===== src/rtl/rmii_rx_gen.sv =====
// rmii_rx_gen: RMII (DW=2) / MII (DW=4) receive front end with preamble/SFD qualification,
// byte assembly, length limiting and error flags. Define RMII_RX_GEN_CRC_CHECK_EN for the FCS check.
module rmii_rx_gen #(
    parameter int DW      = 2,
    parameter int CNT_W   = 16,
    parameter int MIN_PRE = 8,
    parameter int MAX_LEN = 1522,
    parameter int IFG_SYM = 24
) (
    input  logic             clk,
    input  logic             rst,
    input  logic             sample_en,
    input  logic [DW-1:0]    rxd,
    input  logic             crs_dv,
    input  logic             rx_er,
    output logic [7:0]       byte_out,
    output logic             byte_valid,
    output logic             byte_last,
    output logic [CNT_W-1:0] byte_count,
    output logic             frame_start,
    output logic             frame_end,
    output logic             frame_err,
    output logic             err_align,
    output logic             err_len,
    output logic             err_rxer,
    output logic             err_fcs
);
    localparam int SPB = 8 / DW;
    localparam int SW  = $clog2(SPB);
    localparam int PW  = $clog2(MIN_PRE + 1);
    localparam int GW  = $clog2(IFG_SYM + 1);
    localparam logic [DW-1:0] PRE_SYM = (DW == 4) ? DW'(5) : DW'(1);

    typedef enum logic [1:0] {IDLE, PRE, DATA, GAP} state_t;
    state_t state, state_nxt;

    logic          se_q, crs_q, rer_q;
    logic [DW-1:0] rxd_q;
    logic [7:0]    sh, sh_nxt, hold;
    logic          hold_full, low_seen, discard;
    logic [SW-1:0] sym_cnt;
    logic [PW-1:0] pre_cnt;
    logic [GW-1:0] gap_cnt;

    logic is_pre, tick_data, sym_last, sfd_ok, len_full, end_now, emit_mid;
    logic align_end, rxer_nxt, fcs_bad;

    always_ff @(posedge clk or negedge rst) begin
        if (!rst) begin
            se_q  <= 1'b0;
            crs_q <= 1'b0;
            rer_q <= 1'b0;
            rxd_q <= '0;
        end else begin
            se_q  <= sample_en;
            crs_q <= crs_dv;
            rer_q <= rx_er;
            rxd_q <= rxd;
        end
    end

    always_ff @(posedge clk or negedge rst) begin
        if (!rst) state <= IDLE;
        else      state <= state_nxt;
    end

    always_comb begin
        state_nxt = state;
        case (state)
            IDLE: if (se_q && crs_q && is_pre) state_nxt = PRE;
            PRE: begin
                if (se_q) begin
                    if (sfd_ok)                 state_nxt = DATA;
                    else if (!crs_q || !is_pre) state_nxt = IDLE;
                end
            end
            DATA: if (end_now) state_nxt = GAP;
            GAP:  if (se_q && gap_cnt == GW'(IFG_SYM - 1)) state_nxt = IDLE;
            default: state_nxt = IDLE;
        endcase
    end

    // Per-sample decode shared by the datapath and the CRC.
    always_comb begin
        sh_nxt    = {rxd_q, sh[7:DW]};
        is_pre    = (rxd_q == PRE_SYM);
        tick_data = se_q && (state == DATA);
        sym_last  = &sym_cnt;
        sfd_ok    = se_q && (state == PRE) && crs_q && !is_pre &&
                    (sh_nxt == 8'hD5) && (pre_cnt >= PW'(MIN_PRE));
        len_full  = ({1'b0, byte_count} + (CNT_W+1)'(hold_full)) >= (CNT_W+1)'(MAX_LEN);
        emit_mid  = tick_data && crs_q && sym_last && !discard && !len_full && hold_full;
        end_now   = tick_data && !crs_q && low_seen;
        align_end = (sym_cnt != '0) || (!hold_full && (byte_count == '0));
        rxer_nxt  = err_rxer || rer_q;
    end

    always_ff @(posedge clk or negedge rst) begin
        if (!rst) begin
            byte_out    <= '0;
            byte_valid  <= 1'b0;
            byte_last   <= 1'b0;
            byte_count  <= '0;
            frame_start <= 1'b0;
            frame_end   <= 1'b0;
            frame_err   <= 1'b0;
            err_align   <= 1'b0;
            err_len     <= 1'b0;
            err_rxer    <= 1'b0;
            err_fcs     <= 1'b0;
            sh          <= '0;
            hold        <= '0;
            hold_full   <= 1'b0;
            low_seen    <= 1'b0;
            discard     <= 1'b0;
            sym_cnt     <= '0;
            pre_cnt     <= '0;
            gap_cnt     <= '0;
        end else begin
            frame_start <= 1'b0;
            frame_end   <= 1'b0;
            byte_valid  <= 1'b0;
            byte_last   <= 1'b0;
            if (se_q) begin
                case (state)
                    IDLE: begin
                        sh      <= sh_nxt;
                        pre_cnt <= PW'(1);
                    end
                    PRE: begin
                        sh <= sh_nxt;
                        if (is_pre && pre_cnt < PW'(MIN_PRE)) pre_cnt <= pre_cnt + 1'b1;
                        if (sfd_ok) begin
                            frame_start <= 1'b1;
                            byte_count  <= '0;
                            sym_cnt     <= '0;
                            hold_full   <= 1'b0;
                            low_seen    <= 1'b0;
                            discard     <= 1'b0;
                            frame_err   <= 1'b0;
                            err_align   <= 1'b0;
                            err_len     <= 1'b0;
                            err_rxer    <= 1'b0;
                            err_fcs     <= 1'b0;
                        end
                    end
                    DATA: begin
                        if (rer_q) err_rxer <= 1'b1;
                        if (crs_q) begin
                            low_seen <= 1'b0;
                            sh       <= sh_nxt;
                            sym_cnt  <= sym_cnt + 1'b1;
                            if (sym_last && !discard) begin
                                if (len_full) begin
                                    err_len <= 1'b1;
                                    discard <= 1'b1;
                                end else begin
                                    hold      <= sh_nxt;
                                    hold_full <= 1'b1;
                                end
                            end
                            if (emit_mid) begin
                                byte_out   <= hold;
                                byte_valid <= 1'b1;
                                byte_count <= byte_count + 1'b1;
                            end
                        end else if (!low_seen) begin
                            low_seen <= 1'b1;
                        end else begin
                            // Second consecutive low sample closes the frame.
                            frame_end <= 1'b1;
                            gap_cnt   <= '0;
                            if (hold_full) begin
                                byte_out   <= hold;
                                byte_valid <= 1'b1;
                                byte_last  <= 1'b1;
                                byte_count <= byte_count + 1'b1;
                                hold_full  <= 1'b0;
                            end
                            err_align <= align_end;
                            err_fcs   <= fcs_bad;
                            frame_err <= align_end || err_len || rxer_nxt || fcs_bad;
                        end
                    end
                    GAP: gap_cnt <= gap_cnt + 1'b1;
                    default: ;
                endcase
            end
        end
    end

`ifdef RMII_RX_GEN_CRC_CHECK_EN
    logic [31:0] crc, crc_fin;

    function automatic logic [31:0] crc_upd(input logic [31:0] c, input logic [7:0] d);
        logic [31:0] r;
        r = c;
        for (int i = 0; i < 8; i++) r = (r[0] ^ d[i]) ? ((r >> 1) ^ 32'hEDB88320) : (r >> 1);
        return r;
    endfunction

    function automatic logic [31:0] rev32(input logic [31:0] v);
        logic [31:0] r;
        for (int i = 0; i < 32; i++) r[i] = v[31-i];
        return r;
    endfunction

    // The reflected register holds the bit-reversed form of the standard residue.
    always_comb begin
        crc_fin = hold_full ? crc_upd(crc, hold) : crc;
        fcs_bad = (rev32(crc_fin) != 32'hC704DD7B);
    end

    always_ff @(posedge clk or negedge rst) begin
        if (!rst)                                crc <= '0;
        else if (sfd_ok)                         crc <= '1;
        else if (emit_mid || (end_now && hold_full)) crc <= crc_upd(crc, hold);
    end
`else
    assign fcs_bad = 1'b0;
`endif

endmodule


===== config.mk =====
export PLATFORM = sky130hd
export DESIGN_NAME = rmii_rx_gen
export DESIGN_NICKNAME = d
export VERILOG_FILES = /design/src/rtl/rmii_rx_gen.sv
export SDC_FILE = /design/constraint.sdc
export NUM_CORES = 1
export LEC_CHECK = 0
export BUFFER_PORTS_ARGS = -buffer_cell sky130_fd_sc_hd__buf_2
export CAP_MARGIN = 10
export CORE_MARGIN = 1
export CORE_UTILIZATION = 24
export CTS_CLUSTER_DIAMETER = 30
export DETAILED_ROUTE_END_ITERATION = 10
export PLACE_DENSITY = 0.51
export SLEW_MARGIN = 40
export SYNTH_ARGS = -nofsm -noshare
export SYNTH_HDL_FRONTEND = slang
export SYNTH_SLANG_ARGS = --single-unit

===== constraint.sdc =====
create_clock -name clk -period 6.1 [get_ports clk]
set_input_delay 0.61 -clock clk [delete_from_list [all_inputs] [get_ports clk]]
set_output_delay 0.61 -clock clk [all_outputs]
set_load 0.005 [all_outputs]

# Word-level counts from Yosys, hierarchy flattened
# Cells that the tools add are included.
# classes
n_eq_ne,25
reduce_logical,53
n_mux,65
addsub,5
n_lt_le_gt_ge,3
bitwise,1
# ops
op,count
$mux 16,5
$mux 8,5
$pmux 16 s2,1
$mux 1,31
$ne 2x2->1 const B,10
$reduce_and 5->1,4
$logic_and 1x1->1,19
$reduce_and 6->1,3
$add 16x1->17,1
$ge 17x11->1 const B,1
$add 16x1->16 const B,1
$logic_not 16->1,1
$mux 2,8
$pmux 8 s2,1
$ne 3x3->1 const B,5
$pmux 1 s2,7
$reduce_bool 2->1,7
$reduce_and 4->1,3
$mux 5,2
$pmux 5 s2,1
$reduce_and 3->1,3
$eq 8x8->1 const B,1
$pmux 2 s4,1
$pmux 4 s2,1
other kinds (18),30
# totals
ff_bits,69

# Longest topological paths before layout
# Gate-level depths: netlist (run 1).
# logic_depth
ltp_word,11
ltp_mapped,13
depth_no_buf,11

# Worst setup path before layout (run 1)
# Ideal clock, no wire load.
# synth_path
kind,register to register
start,register byte_count[0]
end,register byte_count[5]
period_less_slack_ns,2.857
n_path_buf,2
arrival_ns,2.737
path_slack_ns,3.243
path_stages_with_launch,13
required_time_ns,5.980
path_cell_list,dfrtp_1 > ha_1 > ha_1 > nand4_1 > mux2i_1 > o221ai_2 > or4b_1 > o21a_1 > buf_6 > inv_1 > buf_2 > a21oi_1 > a31o_2
# synth_via
elab_chain_cells,7
word_cells_on_any_way,13
# synth_rtl
element,line,source
from (decl),19,"output logic [CNT_W-1:0] byte_count,"
from (signal assigned),165,byte_count <= byte_count + 1'b1;
from (signal assigned),177,byte_count <= byte_count + 1'b1;
$add 16x1->17,91,"len_full = ({1'b0, byte_count} + (CNT_W+1)'(hold_full)) >= (CNT_W+1)'(MAX_LEN);"
$ge 17x11->1,91,
$logic_not 1->1,92,emit_mid = tick_data && crs_q && sym_last && !discard && !len_full && hold_full;
$logic_and 1x1->1 (2 in series),92,
$ne 3x3->1 (no source line),n/a,
$reduce_and 6->1 (no source line),n/a,
# Parallel ways exist; a longest one is shown, timed or not. The select of a mux whose other input is x is not followed.
# A chain may end at the register's enable or synchronous reset.

# Worst setup path in the final report (run 1)
# layout_path
start,register byte_count[0]
end,register byte_out[5]
# layout_via
elab_chain_cells,7
# layout_rtl
element,line,source
$add 16x1->17,91,
$ge 17x11->1,91,
$logic_not 1->1,92,
$logic_and 1x1->1 (2 in series),92,
$ne 2x1->1 (no source line),n/a,
$reduce_and 5->1 (no source line),n/a,
to (signal assigned),163,byte_out <= hold;
to (signal assigned),174,byte_out <= hold;
to (decl),16,"output logic [7:0] byte_out,"
# No other way between the ends.

==> results of run 1 <==
-- flip-flops by register name, indices dropped and copies added, names as in the netlist, 2 cells and up, named ones only --
signal      flops
byte_count     16
byte_out        8
gap_cnt         5
hold            8
pre_cnt         4
rxd_q           2
sh              6
sym_cnt         2
-- path summary, 6_finish.rpt --
check / cells after the start / endpoint / from
worst max-delay path: 9 / byte_out[5] / byte_count[0]
worst min-delay path: 2 / byte_last / rst
worst max register to register: 9 / byte_out[5] / byte_count[0]
worst min register to register: 1 / byte_out[6] / hold[6]
max in group asynchronous: 2 / async pin / rst
min in group clk: 1 / rxd_q[0] / rxd[0]
-- metrics by stage --
stage,hold slack (ns),worst slack (ns)
after floorplan,0.314,3.24
after global placement,0.485,2.45
after detailed placement,0.491,2.63
after CTS,0.373,2.64
after global routing,0.364,2.33
final,0.365,2.63
-- power groups by stage --
stage / Combinational [mW] / Sequential (mW) / Clock, mW
global route: 0.0542 / 0.482 / 0.679
finish: 0.0467 / 0.479 / 0.647
CTS: 0.0478 / 0.478 / 0.662
detailed placement: 0.0475 / 0.486 / 0
global placement: 0.0463 / 0.486 / 0
floorplan: 0.0387 / 0.472 / 0
-- kinds of logic (layout without fill, tap and decap cells) --
group                      Yosys count  count (layout)  synth area share [%]
other                                1               1                 0.114
buffers and inverters               29              70                  3.92
and+or+nand+nor                    116             116                  19.7
DFF                                 66              66                  50.2
muxes                               23              23                  7.83
AOI/OAI and AO/OA                   65              65                  13.3
xor gates and xnor gates             6               6                  1.60
adders and majority gates            9               9                  3.42
-- cell type report --
cell class              count  share of cell area [%]
clock inverters             6                    3.39
inverters                  15                    1.40
well taps                 176                    5.47
multi-input cells         220                    37.8
flip-flops and latches     66                    41.0
repair buffers             39                    5.00
clock buffers              10                    5.94
-- routing by layer --
layer | part of all wire (%) | up-vias | global-route usage (%) | routed length [um]
met3 | 4.7 | 10 | 3.98 | 367
met5 | 0 | - | 0 | 0
li1 | - | 1228 | - | -
met4 | 1.2 | 0 | 3.96 | 94
met2 | 45 | 53 | 18.8 | 3550
met1 | 49 | 1237 | 15.6 | 3850
-- synth_stat cells, types with 3 or more instances --
library cell  instances  area (um^2)
or4_1                 4         30.0
ha_1                  9          113
dfrtp_1              66         1650
and4_1                3         26.3
o31ai_1               4         30.0
or3_1                 5         31.3
nor4_1                4         25.0
nor3_1                7         35.0
a31o_2                5         43.8
a21o_1                3         22.5
a21oi_1              18         90.1
o21a_1                3         22.5
buf_2                 7         35.0
or4b_1                3         30.0
nand4_1              12         75.1
mux2_2               22          248
inv_1                15         56.3
nand3_1              16         80.1
clkbuf_1              5         18.8
xor2_1                4         35.0
nor2_1               17         63.8
nand2_1              26         97.6
o21ai_0              14         70.1
o211ai_1              3         22.5
nor2b_1               3         18.8
-- critical path, cell delays in order (launching register included) --
cell	delay, ns
dfrtp_1	0.46
ha_1	0.27
ha_1	0.28
or4_1	0.54
a21boi_0	0.19
o211ai_1	0.14
a21oi_2	0.25
o21a_2	0.52
inv_1	0.34
mux2_2	0.35
==> metrics.yaml, run 1 <==
sta:
  final.min_clock_period_ns: 3.47
  slew_headroom_pct: 53.9
  skew_ns: 0.00555
  rsz0062_at_grt: "false"
  max_freq_ghz: 0.288
  finalSetupViolCount: 0
  slew_violations: 0
  tns_ns: 0
  tightestPinTransition_ns: 0.689
  hold_viol_final: 0
  post-route-period-util_pct: 56.9
hold_path:
  worstHoldPathType: "primary input to async pin"
cts:
  cts_buffers: 9
  clock_sinks: 66
  cts_resized: 0
  clk_pin_slew_worst_paths_ns: 0.05
  cts_tree: "yes"
  clk_latency_ns: 0.33
  htreeDepth: 3
  cts_setup_buffers: 0
  cts_hold_buffers: 0
  clockRootBuffer: "clkbuf_16"
  cts.path.max_buffers: 2
critical_path:
  cp-start-kind: "flop"
  criticalPathCategory: "flop to flop"
  critPathCaptureType: "flop"
  cp_data_required_time_ns: 6.32
  r2r_slack_ns: 2.63
  cp_data_arrival_time_ns: 3.69
  cp_max_fo: 29
placed_design:
  dpl-instance-area_um2: 3650
  io_buffers: 38
  finalWeightedCongestion: 0.929
  place_inst: 516
  hpwlAfterDp_um: 5530
global_route:
  grt_pass1_vias: 2477
  grtUsageTotal_pct: 12.1
  grt_antenna_before_repair: 0
  grt_first_pass_wirelength_um: 13200
  grt_max_degree: 67
  grt-ovfl-total: 0
power:
  clkPwrFrac_pct: 55.2
  sequentialPowerShare_pct: 40.8
  power_mw: 1.17
  p_sw_share_pct: 20.9
  power_leakage_nw: 1.86
  ir_drop_mv: 0.122
  p_per_area_nw_per_um2: 291
  p_switching_mw: 0.245
  p_int_mw: 0.927
  comb_power_share_pct: 4.0
floorplanning:
  core_um2: 13300
  io_pins: 40
  die_y_um: 119
  die_x_um: 119
  initial_core_util_pct: 24.8
  die_area_um2: 14200
  row_count: 42
run_status:
  status: "complete, no violations"
drt:
  ant_nets: 0
  dr_total_vias: 2528
  drc: 0
  avgViaCountPerCell: 4.75
  drtIter0Drc: 189
  routedWlPerCell_um: 14.8
  wl_um: 7860
  first_pass_iters: 4
synth:
  ys.warnings.count: 0
  syn_inst: 315
  syn-cell-area_um2: 3290
  synth-seq-cells: 66
  synthFlopType: "dfrtp_1"
  syn_area_per_cell_um2: 10.4
  async_flop_share_pct: 100
  ys_types: 55
  synth_edf_count: 0
  synth_nets: 331
  yosysSeqAreaShare_pct: 50.2
run:
  maxCapViolCount: 0
cells_and_area:
  final-seq-area_um2: 1650
  post-route-cell-area_um2: 4030
  final_common_cell: "dfrtp_1"
  num-fill-cells: 1365
  finish.net_count: 367
  antenna_cells: 0
  area_growth_pct: 22.3
  final_cells: 532
  final_cell_mix: "dfrtp_1 (66), buf_2 (38), nand2_1 (26)"
  drive_gt1_share_pct: 25.6
  final_util_pct: 30.3
  multiInputGateArea_um2: 1520
(Power assumes the default switching activity.)
==> inputs of run 2 (changes only) <==
==> constraint.sdc (replaced) <==
create_clock -name clk -period 3.5 [get_ports clk]
set_input_delay 0.35 -clock clk [delete_from_list [all_inputs] [get_ports clk]]
set_output_delay 0.35 -clock clk [all_outputs]
set_load 0.005 [all_outputs]
==> metrics.yaml, run 2 (synthesized netlist as in run 1, its figures left out) <==
run_status:
  status: "complete, no violations"
drt:
  first_pass_iters: 4  # unchanged
  ant_nets: 0  # unchanged
  avgViaCountPerCell: 4.82  # +1.4%
  dr_total_vias: 2579  # +2.0%
  wl_um: 7930  # +0.93%
  drtIter0Drc: 216  # +14%
  drc: 0  # unchanged
  routedWlPerCell_um: 14.8  # +0.36%
sta:
  max_freq_ghz: 0.312  # +8.2%
  tightestPinTransition_ns: 0.687  # -0.00184 ns
  slew_violations: 0  # unchanged
  holdWs_ns: 0.118  # -0.246 ns
  final.min_clock_period_ns: 3.21  # -0.264 ns
  hold_viol_final: 0  # unchanged
  tns_ns: 0  # unchanged
  skew_ns: 0.00638  # +0.000837 ns
  finalSetupViolCount: 0  # unchanged
  rsz0062_at_grt: "false"
  slew_headroom_pct: 53.8  # -0.085 points
  post-route-period-util_pct: 91.6  # +35 points
placed_design:
  hpwlAfterDp_um: 5570  # +0.73%
  place_inst: 518  # +0.39%
  finalWeightedCongestion: 0.824  # -11%
  io_buffers: 38  # unchanged
cts:
  cts_tree: "yes"
  cts.path.max_buffers: 2  # unchanged
  cts_buffers: 9  # unchanged
  clock_sinks: 66  # unchanged
  htreeDepth: 3  # unchanged
  clk_latency_ns: 0.33  # about the same
  clk_pin_slew_worst_paths_ns: 0.06  # about the same
  clockRootBuffer: "clkbuf_16"
power:
  power_mw: 1.81  # +54%
  power_leakage_nw: 1.83  # -1.4%
  sequentialPowerShare_pct: 46.0  # +5.2 points
  p_switching_mw: 0.431  # +76%
  clkPwrFrac_pct: 49.4  # -5.8 points
  ir_drop_mv: 0.205  # +67%
  p_per_area_nw_per_um2: 454  # +56%
  p_sw_share_pct: 23.8  # +2.9 points
  p_int_mw: 1.38  # +49%
  comb_power_share_pct: 4.6  # +0.6 points
hold_path:
  worstHoldPathType: "primary input to flop"
floorplanning:
  die_area_um2: 14200  # unchanged
  io_pins: 40  # unchanged
  row_count: 42  # unchanged
  core_um2: 13300  # unchanged
  die_y_um: 119  # unchanged
  initial_core_util_pct: 24.8  # unchanged
  die_x_um: 119  # unchanged
cells_and_area:
  final_common_cell: "dfrtp_1"
  final_cells: 535  # +0.56%
  area_growth_pct: 21.1
  antenna_cells: 0  # unchanged
  final_util_pct: 30.0  # -0.29 points
  finish.net_count: 370  # +0.82%
  largestRegisters: "byte_count (16), byte_out (8), hold (8)"
  regMostFlops: "byte_count"
  drive_gt1_share_pct: 25.9  # +0.34 points
  final_cell_mix: "dfrtp_1 (65), buf_2 (38), nand2_1 (26)"
  largest_reg_flops: 16  # unchanged
global_route:
  grt_pass1_vias: 2476  # -0.040%
  grt_antenna_before_repair: 0  # unchanged
  grt_max_degree: 57  # -15%
  grt_first_pass_wirelength_um: 13500  # +2.1%
  grt-ovfl-total: 0  # unchanged
  grtUsageTotal_pct: 12.2  # +0.16 points
critical_path:
  cp_max_fo: 27  # -6.9%
  cp-start-kind: "flop"
  cp_data_required_time_ns: 3.74  # -2.58 ns
  criticalPathCategory: "flop to flop"
  cp_data_arrival_time_ns: 3.45  # -0.24 ns
  critPathCaptureType: "flop"
run:
  maxCapViolCount: 0  # unchanged
-- run 2: through the flow --
step / setup WS (ns) / cell area (um^2)
final: 0.293 / 3990
after global routing: 0.00222 / 3990
after CTS: 0.296 / 3980
after detailed placement: 0.322 / 3670
after global placement: 0.380 / 3660
after floorplan: 0.643 / 3290
-- run 2: worst max-delay path, cell delays in order, from the launching register on --
cell	delay, ns
dfrtp_1	0.47
ha_1	0.25
nand2_1	0.18
nor2_1	0.26
and4_1	0.25
o221ai_2	0.15
or4b_1	0.52
o21a_1	0.24
buf_12	0.18
or4_1	0.46
a21oi_1	0.16
-- run 2: layout make-up --
cell class | count | area [um^2]
well taps | 176 | 220
clock inverters | 6 | 67.6
clock buffers | 10 | 229
inverters | 15 | 56.3
fillers | 1381 | 9310
repair buffers | 42 | 239
multi-input cells | 220 | 1520
flip-flops and latches | 66 | 1650
-- run 2: path summary, 6_finish.rpt --
check | startpoint | endpoint | slack (ns) | depth (start not counted)
setup / recovery | byte_count[0] | byte_count[14] | 0.29 | 10
hold / removal | rx_er | rer_q | 0.12 | 1
setup reg to reg | byte_count[0] | byte_count[14] | 0.29 | 10
hold reg to reg | hold[7] | byte_out[7] | 0.50 | 1
max in group asynchronous | rst | byte_count[2] | 2.29 | 3
min in group asynchronous | rst | byte_count[3] | 0.42 | 2
-- run 2: power by group through the flow --
stage                     logic [mW]  registers (mW)  clock network (mW)
after CTS                     0.0847           0.832               0.921
after global routing          0.0977           0.839               0.951
after global placement        0.0802           0.845                   0
after detailed placement      0.0836           0.846                   0
final                         0.0830           0.833               0.894
after floorplan               0.0675           0.823                   0
-- run 2: layer usage --
layer / global-route usage [%] / vias up / routed length, um
met5: 0 / - / 0
met4: 4.03 / 0 / 102
met3: 3.40 / 11 / 331
met2: 18.1 / 55 / 3580
met1: 17.0 / 1280 / 3910
li1: - / 1233 / -
-- run 2: what timing repair did --
item,in CTS,in global routing
hold buffers,1,0
endpoints found under the hold margin,10,0
setup buffers,0,0
endpoints found under the setup margin,0,2
resized for setup,0,2
